==> src/rtl/cpu_types_pkg.sv <==
// Shared CPU/RAM types: word, RAM handshake state, and arbiter FSM state.
package cpu_types_pkg;

  localparam int WORD_BITS = 32;

  typedef logic [WORD_BITS-1:0] word_t;

  typedef enum logic [1:0] {
    FREE   = 2'd0,
    BUSY   = 2'd1,
    ACCESS = 2'd2,
    ERROR  = 2'd3
  } ramstate_t;

  typedef enum logic {
    IDLE  = 1'b0,
    GRANT = 1'b1
  } arb_state_t;

endpackage

==> src/rtl/rr_arbiter.sv <==
// Round-robin picker: first asserted request at or after rr, wrapping modulo NCPU.
module rr_arbiter #(
  parameter int NCPU = 2,
  parameter int IDXW = (NCPU > 1) ? $clog2(NCPU) : 1
) (
  input  logic [NCPU-1:0] req,
  input  logic [IDXW-1:0] rr,
  output logic [NCPU-1:0] gnt,
  output logic            vld
);

  always_comb begin
    logic [IDXW-1:0] idx;
    gnt = '0;
    vld = 1'b0;
    idx = '0;
    for (int k = 0; k < NCPU; k++) begin
      idx = IDXW'((int'(rr) + k) % NCPU);
      if (!vld && req[idx]) begin
        gnt[idx] = 1'b1;
        vld      = 1'b1;
      end
    end
  end

endmodule

==> src/rtl/ram_arbiter.sv <==
// Shares one RAM port among the instruction/data requesters of NCPU cores.
// Round-robin across cores, data before instruction, grant held until RAM completes.
module ram_arbiter
  import cpu_types_pkg::*;
#(
  parameter int NCPU   = 2,
  parameter int WORD_W = 32
) (
  input  logic                          CLK,
  input  logic                          nRST,
  input  logic [NCPU-1:0]               iREN,
  input  logic [NCPU-1:0][WORD_W-1:0]   iaddr,
  input  logic [NCPU-1:0]               dREN,
  input  logic [NCPU-1:0]               dWEN,
  input  logic [NCPU-1:0][WORD_W-1:0]   daddr,
  input  logic [NCPU-1:0][WORD_W-1:0]   dstore,
  output logic [NCPU-1:0]               iwait,
  output logic [NCPU-1:0]               dwait,
  output logic [NCPU-1:0][WORD_W-1:0]   iload,
  output logic [NCPU-1:0][WORD_W-1:0]   dload,
  output logic [WORD_W-1:0]             ramaddr,
  output logic [WORD_W-1:0]             ramstore,
  output logic                          ramREN,
  output logic                          ramWEN,
  input  logic [WORD_W-1:0]             ramload,
  input  ramstate_t                     ramstate,
  output logic                          err
);

  localparam int IDXW = (NCPU > 1) ? $clog2(NCPU) : 1;

  arb_state_t      state_q, state_d;
  logic [IDXW-1:0] gcore_q, gcore_d;
  logic [IDXW-1:0] rr_q, rr_d;
  logic            gdata_q, gdata_d;

  logic [NCPU-1:0] drq;
  logic [NCPU-1:0] any_req;
  logic [NCPU-1:0] rr_gnt;
  logic            rr_vld;
  logic [IDXW-1:0] pick;
  logic            greq;

  assign drq     = dREN | dWEN;
  assign any_req = drq | iREN;

  // Read data goes to every requester; only the one whose wait drops consumes it.
  assign iload = {NCPU{ramload}};
  assign dload = {NCPU{ramload}};

  rr_arbiter #(
    .NCPU (NCPU),
    .IDXW (IDXW)
  ) u_rr (
    .req (any_req),
    .rr  (rr_q),
    .gnt (rr_gnt),
    .vld (rr_vld)
  );

  always_comb begin
    pick = '0;
    for (int c = 0; c < NCPU; c++) begin
      if (rr_gnt[c]) pick = IDXW'(c);
    end
  end

  always_comb begin
    state_d  = state_q;
    gcore_d  = gcore_q;
    gdata_d  = gdata_q;
    rr_d     = rr_q;
    iwait    = '1;
    dwait    = '1;
    ramaddr  = '0;
    ramstore = '0;
    ramREN   = 1'b0;
    ramWEN   = 1'b0;
    err      = 1'b0;
    greq     = gdata_q ? drq[gcore_q] : iREN[gcore_q];

    case (state_q)
      IDLE: begin
        if (rr_vld) begin
          gcore_d = pick;
          gdata_d = drq[pick];
          state_d = GRANT;
        end
      end
      GRANT: begin
        // A withdrawn request abandons the transfer without moving the pointer.
        if (!greq) begin
          state_d = IDLE;
        end else begin
          if (gdata_q) begin
            ramaddr  = daddr[gcore_q];
            ramstore = dstore[gcore_q];
            ramWEN   = dWEN[gcore_q];
            ramREN   = dREN[gcore_q] & ~dWEN[gcore_q];
          end else begin
            ramaddr  = iaddr[gcore_q];
            ramREN   = 1'b1;
          end
          if (ramstate == ACCESS || ramstate == ERROR) begin
            if (gdata_q) dwait[gcore_q] = 1'b0;
            else         iwait[gcore_q] = 1'b0;
            err     = (ramstate == ERROR);
            state_d = IDLE;
            rr_d    = (gcore_q == IDXW'(NCPU-1)) ? '0 : gcore_q + IDXW'(1);
          end
        end
      end
      default: state_d = IDLE;
    endcase
  end

  always_ff @(posedge CLK or negedge nRST) begin
    if (!nRST) begin
      state_q <= IDLE;
      gcore_q <= '0;
      gdata_q <= 1'b0;
      rr_q    <= '0;
    end else begin
      state_q <= state_d;
      gcore_q <= gcore_d;
      gdata_q <= gdata_d;
      rr_q    <= rr_d;
    end
  end

endmodule

==> config.mk <==
export PLATFORM = sky130hd
export DESIGN_NAME = ram_arbiter
export DESIGN_NICKNAME = d
export VERILOG_FILES = /design/src/rtl/cpu_types_pkg.sv /design/src/rtl/rr_arbiter.sv /design/src/rtl/ram_arbiter.sv
export SDC_FILE = /design/constraint.sdc
export NUM_CORES = 1
export LEC_CHECK = 0
export CAP_MARGIN = 20
export CELL_PAD_IN_SITES_DETAIL_PLACEMENT = 0
export CELL_PAD_IN_SITES_GLOBAL_PLACEMENT = 1
export CORE_AREA = 5 5 168 170
export CTS_BUF_LIST = sky130_fd_sc_hd__clkbuf_4 sky130_fd_sc_hd__clkbuf_8
export CTS_CLUSTER_DIAMETER = 30
export DETAILED_ROUTE_END_ITERATION = 8
export DIE_AREA = 0 0 173 175
export GPL_TIMING_DRIVEN = 1
export PLACE_DENSITY = 0.68
export SLEW_MARGIN = 20
export SYNTH_ARGS = -nofsm -noshare
export SYNTH_HDL_FRONTEND = slang
export SYNTH_SLANG_ARGS = --single-unit
==> constraint.sdc <==
create_clock -name CLK -period 1.7 [get_ports CLK]
set_input_delay 0.34 -clock CLK [delete_from_list [all_inputs] [get_ports CLK]]
set_output_delay 0.34 -clock CLK [all_outputs]
set_load 0.005 [all_outputs]
==> impl_metrics.csv <==
group,metric,value,unit
yosys,synth_cell_types,31,
timing,relSlewSlack,0.7769,
status,outcome,"finished, violations left",
power,p_comb_frac,0.943,
clock_tree,clk_latency,0.21,ns
power,p_int,4.643,mW
detailed_routing,routed_wl,14.95,mm
yosys,yosysWarnings,0,
finish,area_delta_synth_final,103.6,%
finish,regArea,105.1,sq um
critical_path,cp_top_family,"buffers and inverters",
power,ir_drop,605.3,uV
power,pwr-share-clk,0.026,
finish,multiInputGateArea,0.001907,sq mm
yosys,synth_top_cell_by_area,"buf_4",
placement,dpl.cell_count,812,
yosys,synth_area_leaders,"buf_4, mux4_2, mux2i_1, nor2b_1, nor2_1",
timing,period_minus_slack,2.207,ns
critical_path,r2r_slack,0.28,ns
power,switching_share,0.3911,
finish,final_cells,866,
clock_tree,clkSinkCount,4,
yosys,ys.flop_type,"dfrtp_1",
critical_path,cp_num_buf_inv,4,
timing,maxSlewViolCount,0,
finish,drive_gt1_frac,0.4275,
floorplanning,dieArea,0.03028,sq mm
critical_path,critPathKind,"reg -> out",
timing,clock.fmax,453.1,MHz
detailed_routing,drtAntennaViolNets,0,
floorplanning,row_count,60,
placement,post-dp-hpwl,10.91,mm
yosys,synth.top_cell.area_share,0.3380,
placement,io_buffers,272,
global_routing,antenna_found_initial,3,
timing,setup_ws,-0.5070,ns
global_routing,grt_pass1_wl,21.50,mm
power,finalPower,7.625,mW
critical_path,path_cells,"buf_12, buf_12, buf_12, mux4_2, nor2b_4, buf_2",
clock_tree,numCtsBuffers,3,
critical_path,crit_top_cell,"buf_12",
clock_tree,path_clk_slew,0.03,ns
critical_path,reg2reg_to,"state_q$_DFF_PN0_",
placement,dp_slack,-0.9548,ns
critical_path,crit_path_end_kind,"primary output",
critical_path,r2r_start,"gcore_q$_DFFE_PN0P_",
timing,finalHoldViolCount,0,
critical_path,worstPathArrival,1.87,ns
clock_tree,htreeDepth,1,
yosys,syn_avg_cell_area,8.871,sq um
critical_path,r2r_cells,5,
timing,setup_viol,69,
detailed_routing,drt_first_pass_iters,4,
floorplanning,io-pin-count,433,
floorplanning,start_util,0.1078,
flow_run,maxCapViolCount,0,
timing,rsz0062_at_grt,"yes",
yosys,async_reset_ff_frac,1.000,
status,violations,"setup timing",
yosys,synth.most_common_cell,"buf_4",
floorplanning,core-area,0.02658,sq mm
finish,fillers,2944,
floorplanning,die_width,173,microns
clock_tree,clockBufferDepth,2,
power,p_leak,2.338,nW
global_routing,grt_usage,0.09299,
detailed_routing,dr_total_vias,3085,
critical_path,cp-start-kind,"flop",
power,powerDensity,1307,mW/mm^2
global_routing,grt_pass1_vias,3267,
clock_tree,cts_root_buffer,"clkbuf_8",
timing,tightest_slew,0.3282,ns
power,power_switching,2.982,mW
critical_path,slowest_stage,"dfrtp_4",
floorplanning,fp.dieH,175,microns
timing,fin_crit_sh,1.298,
global_routing,grt_max_degree,22,
detailed_routing,viasPerCell,3.562,
critical_path,cp_data_required_time,1.36,ns
timing,clock_skew,0.001566,ns
yosys,netlist_instances,323,
critical_path,critPathMaxStageDelay,0.52,ns
yosys,synth-edff-count,0,
power,pwr-share-seq,0.031,
global_routing,overflow,0,
yosys,synth_seq_area_share,0.03493,
yosys,synth_area,0.002865,sq mm
yosys,ys_ff_latch,4,
placement,place_congestion,0.7404,
min_path,hp-class,"in -> async",
detailed_routing,drt_iter0_drc,69,
finish,nets,760,
detailed_routing,drc_errors,0,
critical_path,path_max_fanout,7,
detailed_routing,wire_per_inst,17.27,microns
clock_tree,cts_tree,"yes",
yosys,synth_nets,557,
yosys,yosys-top-cells-count,"buf_4, nor2_1, mux2i_1, nor2b_1, mux4_2",
==> cells in the final DEF (no fill, tap or decap), drive strengths merged, types with 2 or more instances in the layout <==
cell type,n
clkdlybuf4s50,194
dfrtp,4
nand2,4
clkdlybuf4s15,13
mux4,32
a211o,4
bufbuf,2
a21oi,3
mux2i,33
nor3,3
nand3,2
nor2,42
buf,129
a21o,3
clkbuf,3
inv,2
o21ai,3
nor2b,33
dlygate4sd2,5
==> power by group through the flow <==
| stage | Sequential, mW | Combinational (mW) | Clock [mW] |
|---|---|---|---|
| after floorplan | 0.163 | 2.98 | 0 |
| after global placement | 0.253 | 5.23 | 0 |
| after detailed placement | 0.252 | 5.22 | 0 |
| after CTS | 0.236 | 6.90 | 0.201 |
| after global routing | 0.248 | 7.73 | 0.212 |
| final | 0.238 | 7.19 | 0.199 |
==> kinds of logic after synthesis <==
family / count (synthesis) / share of synthesized area
compound gates: 15 / 0.04498
flops: 4 / 0.03494
mux: 65 / 0.3668
buf+inv: 150 / 0.3983
simple gates: 89 / 0.1550
==> what timing repair did <==
item	CTS	global route
cloned	8	0
gates resized for setup	340	44
buffers inserted	37	6
hold buffers	0	0
endpoints found under the setup margin	71	70
pin swaps	35	7
==> worst register-to-register path, delay by kind of cell (launching register included) <==
family,cells,cell delay (ns)
compound gates,2,0.37
buf+inv,2,0.28
flops,1,0.52
simple gates,1,0.18
==> flip-flops by register name (all words and copies together) (netlist names) <==
name,cells
rr_q,1
gcore_q,1
gdata_q,1
state_q,1
==> worst max-delay path by stage <==
stage / from / endpoint / slack [ns] / cells after the start
global route: gcore_q$_DFFE_PN0P_ / ramaddr[6] / -0.56 / 6
floorplan: gcore_q$_DFFE_PN0P_ / ramaddr[10] / 0.12 / 4
finish: gcore_q$_DFFE_PN0P_ / ramaddr[2] / -0.51 / 6
CTS: gcore_q$_DFFE_PN0P_ / ramaddr[6] / -0.52 / 6
global placement: dREN[1] / ramstore[6] / -0.92 / 5
detailed placement: dREN[0] / ramaddr[30] / -0.95 / 7
==> through the flow <==
step	utilization	instance area, sq um	hold slack, ns	TNS (ns)
2_1_floorplan	-	2865	0.04441	0
3_3_place_gp	0.1930	5129	0.5546	-59.67
3_5_place_dp	0.1930	5129	0.5543	-59.93
4_1_cts	0.2118	5628	0.3277	-27.39
5_1_grt	0.2195	5833	0.3406	-31.89
6_report	0.2195	5833	0.3318	-27.08
==> final cells by class <==
type                            instances  share of cell area
Antenna cell                            1           0.0004290
Clock buffer                            3            0.007079
Inverter                                2            0.001287
Multi-Input combinational cell        172              0.3269
Sequential cell                         4             0.01802
Tap cell                              341             0.07314
Timing Repair Buffer                  343              0.5731
==> layer usage <==
layer / vias up / GRT usage / routed length, microns
li1: 1407 / - / -
met1: 1439 / 0.1043 / 5583
met2: 210 / 0.1669 / 7662
met3: 27 / 0.02986 / 1350
met4: 2 / 0.03093 / 335
met5: - / 0 / 20
Note: power is estimated with default switching activity, not from simulation.
